<file path="config.mk">
export PLATFORM = sky130hd
export DESIGN_NAME = mem_block_ctrl
export DESIGN_NICKNAME = d
export VERILOG_FILES = /design/src/rtl/mem_pkg.sv /design/src/rtl/mem_wb_buffer.sv /design/src/rtl/mem_block_ctrl.sv
export SDC_FILE = /design/constraint.sdc
export NUM_CORES = 1
export LEC_CHECK = 0
export CORE_UTILIZATION = 27
export CTS_CLUSTER_DIAMETER = 200
export CTS_CLUSTER_SIZE = 12
export DETAILED_ROUTE_END_ITERATION = 8
export PLACE_DENSITY = 0.51
export SLEW_MARGIN = 20
export SYNTH_ARGS = -nofsm -noshare
export SYNTH_HDL_FRONTEND = slang
export SYNTH_SLANG_ARGS = --single-unit
export TNS_END_PERCENT = 50
</file>
<file path="constraint.sdc">
create_clock -name clk -period 2.8 [get_ports clk]
set_clock_uncertainty 0.15 [all_clocks]
set_input_delay 0.84 -clock clk [delete_from_list [all_inputs] [get_ports clk]]
set_output_delay 0.84 -clock clk [all_outputs]
set_load 0.1 [all_outputs]
</file>
<file path="src/rtl/mem_pkg.sv">
// Shared definitions for the memory-side block responder: block geometry,
// the controller state encoding, and the beat address helper.
package mem_pkg;

    localparam int BLOCK_WIDTH = 128;
    localparam int BEATS       = 4;
    localparam int OFFSET_BITS = 4;
    localparam int TAG_BITS    = 32 - OFFSET_BITS;

    typedef enum logic [2:0] {
        ST_IDLE    = 3'd0,
        ST_RD      = 3'd1,
        ST_RD_WAIT = 3'd2,
        ST_RESP    = 3'd3,
        ST_WB      = 3'd4
    } mem_state_e;

    // Word address of beat k inside the block identified by tag.
    function automatic logic [31:0] beat_addr(input logic [TAG_BITS-1:0] tag,
                                              input logic [1:0] k);
        return {tag, k, 2'b00};
    endfunction

endpackage

</file>
<file path="src/rtl/mem_wb_buffer.sv">
// One-entry dirty-block buffer: holds a captured write-back, compares its
// block tag against a refill address (including a block captured in the same
// cycle) and selects one word for the drain beats.
module mem_wb_buffer
    import mem_pkg::*;
#(
    parameter int DATA_WIDTH = 32
) (
    input  logic                   clk,
    input  logic                   rst_n,
    input  logic                   capture,
    input  logic [31:0]            cap_addr,
    input  logic [BLOCK_WIDTH-1:0] cap_data,
    input  logic                   clear,
    input  logic [31:0]            look_addr,
    input  logic [1:0]             word_sel,
    output logic                   valid,
    output logic [TAG_BITS-1:0]    tag,
    output logic                   hit,
    output logic [BLOCK_WIDTH-1:0] fwd_data,
    output logic [DATA_WIDTH-1:0]  word
);

    logic [BLOCK_WIDTH-1:0] data;
    logic                   unused_offsets;

    // Offset bits never take part in block matching.
    assign unused_offsets = ^{cap_addr[OFFSET_BITS-1:0], look_addr[OFFSET_BITS-1:0]};

    // Capture has priority; the controller only clears while the buffer is full,
    // and capture is only possible while it is empty, so they never coincide.
    always_ff @(posedge clk or negedge rst_n) begin
        if (!rst_n) begin
            valid <= 1'b0;
            tag   <= '0;
            data  <= '0;
        end else if (capture) begin
            valid <= 1'b1;
            tag   <= cap_addr[31:OFFSET_BITS];
            data  <= cap_data;
        end else if (clear) begin
            valid <= 1'b0;
        end
    end

    // A refill may match the stored block or one arriving this very cycle.
    assign hit = (valid && (tag == look_addr[31:OFFSET_BITS])) ||
                 (capture && (cap_addr[31:OFFSET_BITS] == look_addr[31:OFFSET_BITS]));
    assign fwd_data = valid ? data : cap_data;
    assign word     = data[word_sel*DATA_WIDTH +: DATA_WIDTH];

endmodule

</file>
<file path="src/rtl/mem_block_ctrl.sv">
// Memory-side responder: refills 128-bit blocks with four pipelined read
// beats, drains a buffered write-back with four write beats, and answers a
// refill that matches the buffered block straight from the buffer.
// Handshake: a transfer happens on a cycle where valid/req and ready are both
// high; ready depends only on state and flags, never on the request inputs.
module mem_block_ctrl
    import mem_pkg::*;
#(
    parameter int DATA_WIDTH  = 32,
    parameter int MEM_LATENCY = 2
) (
    input  logic                   clk,
    input  logic                   rst_n,
    input  logic                   wb_valid,
    output logic                   wb_ready,
    input  logic [31:0]            wb_addr,
    input  logic [BLOCK_WIDTH-1:0] wb_data,
    input  logic                   fill_req,
    output logic                   fill_ready,
    input  logic [31:0]            fill_addr,
    output logic                   fill_valid,
    output logic [BLOCK_WIDTH-1:0] fill_data,
    output logic                   mem_en,
    output logic                   mem_we,
    output logic [31:0]            mem_addr,
    output logic [DATA_WIDTH-1:0]  mem_wdata,
    input  logic [DATA_WIDTH-1:0]  mem_rdata,
    output logic                   busy
);

    mem_state_e             state;
    logic [2:0]             issue_cnt;
    logic [1:0]             ret_cnt;
    logic [TAG_BITS-1:0]    fill_tag;
    logic                   last_fill;
    logic [MEM_LATENCY-1:0] rd_pipe;
    logic                   rd_ret;

    logic                   wb_fire;
    logic                   fill_fire;
    logic                   buf_valid;
    logic [TAG_BITS-1:0]    buf_tag;
    logic                   buf_hit;
    logic [BLOCK_WIDTH-1:0] buf_fwd;
    logic [DATA_WIDTH-1:0]  buf_word;
    logic [1:0]             buf_sel;
    logic                   buf_clear;

    assign wb_ready   = !buf_valid;
    assign fill_ready = (state == ST_IDLE) && !(buf_valid && last_fill);
    assign busy       = (state != ST_IDLE) || buf_valid;
    assign wb_fire    = wb_valid && wb_ready;
    assign fill_fire  = fill_req && fill_ready;
    assign buf_sel    = (state == ST_IDLE) ? 2'd0 : issue_cnt[1:0];
    assign buf_clear  = (state == ST_WB) && (issue_cnt == 3'd4);
    assign rd_ret     = rd_pipe[MEM_LATENCY-1];

    mem_wb_buffer #(.DATA_WIDTH(DATA_WIDTH)) u_buf (
        .clk       (clk),
        .rst_n     (rst_n),
        .capture   (wb_fire),
        .cap_addr  (wb_addr),
        .cap_data  (wb_data),
        .clear     (buf_clear),
        .look_addr (fill_addr),
        .word_sel  (buf_sel),
        .valid     (buf_valid),
        .tag       (buf_tag),
        .hit       (buf_hit),
        .fwd_data  (buf_fwd),
        .word      (buf_word)
    );

    // Tracks issued read beats so returning data is recognised MEM_LATENCY later.
    always_ff @(posedge clk or negedge rst_n) begin
        if (!rst_n) begin
            rd_pipe <= '0;
        end else begin
            rd_pipe[0] <= mem_en && !mem_we;
            for (int i = 1; i < MEM_LATENCY; i++) rd_pipe[i] <= rd_pipe[i-1];
        end
    end

    // Controller FSM with registered memory port and response outputs.
    always_ff @(posedge clk or negedge rst_n) begin
        if (!rst_n) begin
            state      <= ST_IDLE;
            issue_cnt  <= '0;
            ret_cnt    <= '0;
            fill_tag   <= '0;
            last_fill  <= 1'b0;
            fill_valid <= 1'b0;
            fill_data  <= '0;
            mem_en     <= 1'b0;
            mem_we     <= 1'b0;
            mem_addr   <= '0;
            mem_wdata  <= '0;
        end else begin
            // Returning words land in order, independent of the issue side.
            if (rd_ret) begin
                fill_data[ret_cnt*DATA_WIDTH +: DATA_WIDTH] <= mem_rdata;
                ret_cnt <= ret_cnt + 2'd1;
            end
            case (state)
                ST_IDLE: begin
                    if (fill_fire) begin
                        if (buf_hit) begin
                            fill_data  <= buf_fwd;
                            fill_valid <= 1'b1;
                            state      <= ST_RESP;
                        end else begin
                            fill_tag  <= fill_addr[31:OFFSET_BITS];
                            mem_en    <= 1'b1;
                            mem_we    <= 1'b0;
                            mem_addr  <= beat_addr(fill_addr[31:OFFSET_BITS], 2'd0);
                            issue_cnt <= 3'd1;
                            state     <= ST_RD;
                        end
                    end else if (buf_valid) begin
                        mem_en    <= 1'b1;
                        mem_we    <= 1'b1;
                        mem_addr  <= beat_addr(buf_tag, 2'd0);
                        mem_wdata <= buf_word;
                        issue_cnt <= 3'd1;
                        state     <= ST_WB;
                    end
                end
                ST_RD: begin
                    if (issue_cnt == 3'd4) begin
                        mem_en <= 1'b0;
                        state  <= ST_RD_WAIT;
                    end else begin
                        mem_en    <= 1'b1;
                        mem_addr  <= beat_addr(fill_tag, issue_cnt[1:0]);
                        issue_cnt <= issue_cnt + 3'd1;
                    end
                end
                ST_RD_WAIT: begin
                    if (rd_ret && (ret_cnt == 2'd3)) begin
                        fill_valid <= 1'b1;
                        state      <= ST_RESP;
                    end
                end
                ST_RESP: begin
                    fill_valid <= 1'b0;
                    last_fill  <= 1'b1;
                    state      <= ST_IDLE;
                end
                ST_WB: begin
                    if (issue_cnt == 3'd4) begin
                        mem_en    <= 1'b0;
                        mem_we    <= 1'b0;
                        last_fill <= 1'b0;
                        state     <= ST_IDLE;
                    end else begin
                        mem_addr  <= beat_addr(buf_tag, issue_cnt[1:0]);
                        mem_wdata <= buf_word;
                        issue_cnt <= issue_cnt + 3'd1;
                    end
                end
                default: state <= ST_IDLE;
            endcase
        end
    end

endmodule
</file>
======== Word-level counts from Yosys, hierarchy flattened ========
Cells that the tools add are included.
operators by class
  add/subtract/negate cells ............... 3
  equality and inequality tests ........... 20
  shifts and indexed selects .............. 3
  muxes and demuxes ....................... 45
  bitwise logic cells ..................... 1
  reductions and logical operators ........ 32
operator list
  operator                   number
  $mux 128                   5
  $mux 32                    8
  $bwmux 128                 1
  $shift 32x34->128 const A  1
  $shiftx 128x8->32          1
  $shiftx 32x34->128         1
  $pmux 32 s3                1
  $pmux 32 s2                1
  $eq 28x28->1               2
  $neg 7->34                 1
  $mux 3                     9
  $reduce_and 4->1           6
  $ne 2x2->1 const B         8
  $mux 1                     12
  $pmux 3 s4                 1
  $logic_and 1x1->1          9
  $reduce_bool 3->1          3
  $reduce_bool 2->1          4
  $eq 3x2->1 const B         2
  $eq 3x3->1 const B         2
  $pmux 1 s3                 2
  $pmux 3 s2                 1
  $reduce_and 5->1           1
  $mux 2                     2
  other kinds (15)           20
storage, ports and cells
  register bits ........................... 391
  bits of input ports ..................... 228
  output and inout bits ................... 198
  logic and storage cells ................. 119

======== Logic depth before layout (Yosys ltp) ========
  word-level depth ........................ 7
  mapped depth ............................ 10
  depth with buffers taken out ............ 7

======== Cells and area by module ========
Synthesis repeated with hierarchy kept, for this count alone.
unflattened totals
  cells, all modules ...................... 1554
  area, all modules ....................... 19190.9 sq um
by module, submodules not included
  module          times used  cells each  area each (sq um)  seq. area each (sq um)
  mem_block_ctrl  1           963         10528.8            5805.6
  mem_wb_buffer   1           591         8662.1             3928.8

======== Worst setup path before layout ========
No wires, ideal clock.
  path kind ............................... register to output
  from .................................... register state[0]
  to ...................................... output port fill_ready
  arrival time ............................ 2.456 ns
  required time ........................... 1.810 ns
  path slack .............................. -0.646 ns
  cell stages (with the launch flop) ...... 5
  path buffers ............................ 2
  path through ............................ dfrtp_1 > clkbuf_1 > or3_1 > buf_2 > a21oi_1
on the way
  longest elaborated chain between the ends .. 2
RTL lines
  item                      line                   text
  start: declaration        mem_block_ctrl.sv:31   mem_state_e state;
  start signal: assignment  mem_block_ctrl.sv:87   state <= ST_IDLE;
  start signal: assignment  mem_block_ctrl.sv:110  state <= ST_RESP;
  start signal: assignment  mem_block_ctrl.sv:117  state <= ST_RD;
  $logic_not 3->1           mem_block_ctrl.sv:50   assign fill_ready = (state == ST_IDLE) && !(buf_valid && last_fill);
  $logic_and 1x1->1         mem_block_ctrl.sv:50
  end: declaration          mem_block_ctrl.sv:19   output logic fill_ready,
No other way between the ends.

======== Worst setup path after layout ========
  from .................................... input port wb_addr[23]
  to ...................................... register fill_data[124]
on the way
  longest elaborated chain between the ends .. 6
RTL lines
  item                            line                   text
  start: declaration              mem_block_ctrl.sv:16   input logic [31:0] wb_addr,
  $eq 28x28->1                    mem_wb_buffer.sv:48    (capture && (cap_addr[31:OFFSET_BITS] == look_addr[31:OFFSET_BITS]));
  $logic_and 1x1->1               mem_wb_buffer.sv:48
  $logic_or 1x1->1                mem_wb_buffer.sv:47    assign hit = (valid && (tag == look_addr[31:OFFSET_BITS])) ||
  $mux 128                        mem_block_ctrl.sv:107  if (buf_hit) begin
  $mux 128                        mem_block_ctrl.sv:106  if (fill_fire) begin
  $mux 128                        mem_block_ctrl.sv:104  case (state)
  end signal: indexed assignment  mem_block_ctrl.sv:101  fill_data[ret_cnt*DATA_WIDTH +: DATA_WIDTH] <= mem_rdata;
  end signal: assignment          mem_block_ctrl.sv:108  fill_data <= buf_fwd;
  end: declaration                mem_block_ctrl.sv:22   output logic [BLOCK_WIDTH-1:0] fill_data,
No other way between the ends.
A chain may end at the register's enable or synchronous reset.

==> results_dict.tcl <==
set metrics [dict create \
    slew_violations 0 \
    crit_arrival_ns 3.11 \
    slew_headroom_pct 21.5 \
    synth_cell_types 41 \
    r2r_end "fill_data[124]" \
    area_growth_pct 39.4 \
    initial_core_util_pct 27.3 \
    root_buffer "clkbuf_16" \
    track_usage_pct 20.8 \
    crit_start "wb_addr[23]" \
    dpl_cell_area_um2 24900 \
    design_area_um2 26600 \
    rows 97 \
    rrSetupSlack_ns 0.17 \
    critPathCapture "fill_data[124]" \
    outcome "completed" \
    tightest_slew_ns 1.18 \
    gp_congestion 0.870 \
    wl_per_cell_um 22.7 \
    max-cap-violations 0 \
    route.detailed.drc 0 \
    antenna_found_initial 17 \
    clkTransAtPathRegs_ns 0.06 \
    rsz0062_at_grt "true" \
    cp.required_ns 3.12 \
    yosysSeqAreaShare_pct 51.1 \
    design.portCount 426 \
    cts_tree "built" \
    period_share_pct 99.6 \
    place_hpwl_mm 50.7 \
    holdWs_ns 0.0876 \
    combPwrFrac_pct 59.4 \
    reg2reg_from "u_buf.tag[18]" \
    vias 16400 \
    dieArea_um2 71600 \
    grt_overflow 0 \
    drt_iter0_markers 1654 \
    sw_frac_of_total_pct 54.2 \
    final_cell_mix "578 x nand2_1, 386 x dfrtp_1, 309 x buf_4" \
    syn_inst 1899 \
    setup_viol 0 \
    nNetsFinal 2615 \
    worstSetupEndpointType "flip-flop" \
    dp.cells 3258 \
    fin_ws_ns 0.0116 \
    worst_hold_path_type "in -> async" \
    core_um2 69900 \
    cp-start-kind "input pin" \
    clockBufferDepth 3 \
    hold_viol 0 \
    async_reset_ff_share_pct 100 \
    insertion_delay_ns 0.57 \
    fin_crit_ns 2.79 \
    fillCellCount 6995 \
    die_w_um 268 \
    hold_buffers 0 \
    netlist_area_um2 19100 \
    power_leakage_nw 12.8 \
    htreeDepth 2 \
    avgSynthCellArea_um2 10.0 \
    drive_gt1_share_pct 22.7 \
    clkPwrFrac_pct 12.8 \
    power.density_nw_per_um2 1400 \
    pre_cts_slack_ns -0.836 \
    ys.flop_type "dfrtp_1" \
    p_total_mw 37.1 \
    firstDrtPassIters 6 \
    yosys_warnings 0 \
    layout_commonest_cell "nand2_1" \
    clock-sinks 389 \
    die_h_um 268 \
    final-seq-area_um2 9740 \
    crit_path_max_fanout 19 \
    port_buffers 415 \
    switchingPower_mw 20.1 \
    synth_edf_count 0 \
    multi_input_area_um2 9130 \
    max_freq_mhz 359 \
    p_int_mw 17.0 \
    drt_wl_total_mm 75.5 \
    synth_seq_cells 389 \
    viasPerCell 4.94 \
    ir_worst_vdd_uv 794 \
    grt_pass1_wl_mm 111 \
    final_cells 3328 \
    seq_power_share_pct 27.8 \
    ff2ff_path_depth 10 \
    critPathKind "in -> reg" \
    grt_max_degree 129 \
    grt_pass1_vias 16900 \
    ant_nets 0 \
    cts_made_buffers 38 \
]
==> cells by family (layout without fill, tap and decap cells) <==
kind of cell             count (synthesis)  in the layout  share of synthesized area [%]
AND/OR/NAND/NOR                        679            679                           14.3
flip-flops                             389            389                           51.1
multiplexers                           345            345                           18.5
AO/OA/AOI/OAI                          251            251                           9.23
buffers and inverters                  169            653                           3.68
XOR/XNOR                                58             58                           2.67
adder cells (fa/ha/maj)                  7              7                          0.460
other                                    1              6                         0.0197
==> area by class of cell <==
class,instances,share of cell area (%)
well taps,940,4.43
repair buffers,572,20.2
flip-flops and latches,389,36.7
multi-input cells,1342,34.4
clock buffers,40,3.61
inverters,37,0.537
diodes,4,0.0377
clock inverters,4,0.160
==> sequential cells by signal, summed over array words and instances (netlist names) <==
signal       count
fill_data      128
u_buf.data     128
mem_wdata       32
mem_addr        30
fill_tag        28
u_buf.tag       28
issue_cnt        3
state            3
rd_pipe          2
ret_cnt          2
fill_valid       1
last_fill        1
mem_en           1
mem_we           1
u_buf.valid      1
==> per-layer routing <==
metal,track usage (%),share of wire (%),vias up
met4,5.53,2.5,26
li1,-,-,7513
met3,5.59,7.8,134
met1,26.9,43,8198
met5,0,0.21,-
met2,34.0,47,554
==> worst min-delay path by stage <==
stage                         end  depth (start not counted)
CTS                 fill_data[33]                          1
finish              fill_data[33]                          1
global placement       rd_pipe[1]                          0
detailed placement     rd_pipe[1]                          0
floorplan              rd_pipe[1]                          0
global route         fill_data[0]                          1
==> repair_timing <==
item | in CTS | in global routing
setup buffers | 14 | 3
pin swaps | 24 | 19
cloned | 6 | 0
gates resized for setup | 109 | 35
endpoints found under the setup margin | 188 | 127
==> worst max-delay path, cell delays in order <==
cell,delay [ns]
clkdlybuf4s15_1,0.24
xnor2_2,0.20
buf_4,0.17
nand4_1,0.16
nor4_4,0.36
a22oi_2,0.14
nor3_4,0.18
buf_6,0.18
buf_12,0.18
buf_16,0.19
mux2i_1,0.23
==> power groups by stage <==
stage	clock network [mW]	logic, mW	registers (mW)
6_report	4.74	22.1	10.3
5_1_grt	5.10	23.3	10.6
4_1_cts	4.90	22.2	10.3
3_5_place_dp	0	22.0	10.3
3_3_place_gp	0	21.8	10.2
2_1_floorplan	0	7.03	18.5
==> synth_stat cells (4+ instances only) <==
master	instances	area share, %
nand2_1	586	12
dfrtp_1	389	51
mux2i_1	284	15
a22oi_1	129	5.1
clkbuf_1	92	1.8
o21ai_0	70	1.8
mux2_2	61	3.6
xnor2_1	56	2.6
inv_1	37	0.73
nand3_1	37	0.97
a222oi_1	28	1.5
nand4_1	23	0.76
buf_2	20	0.53
buf_4	11	0.43
buf_1	9	0.18
nor4_1	9	0.30
a21oi_1	7	0.18
ha_1	7	0.46
nor2_1	7	0.14
o21ai_1	5	0.13
nor3_1	4	0.11
==> stage by stage <==
stage | util, % | setup TNS, ns
4_1_cts | 37.9 | -0.00617
3_5_place_dp | 35.6 | -148.92
2_1_floorplan | - | -0.102
5_1_grt | 38.0 | -1.28
6_report | 38.0 | 0
3_3_place_gp | 35.6 | -156.25
Note: power is estimated with default switching activity, not from simulation.
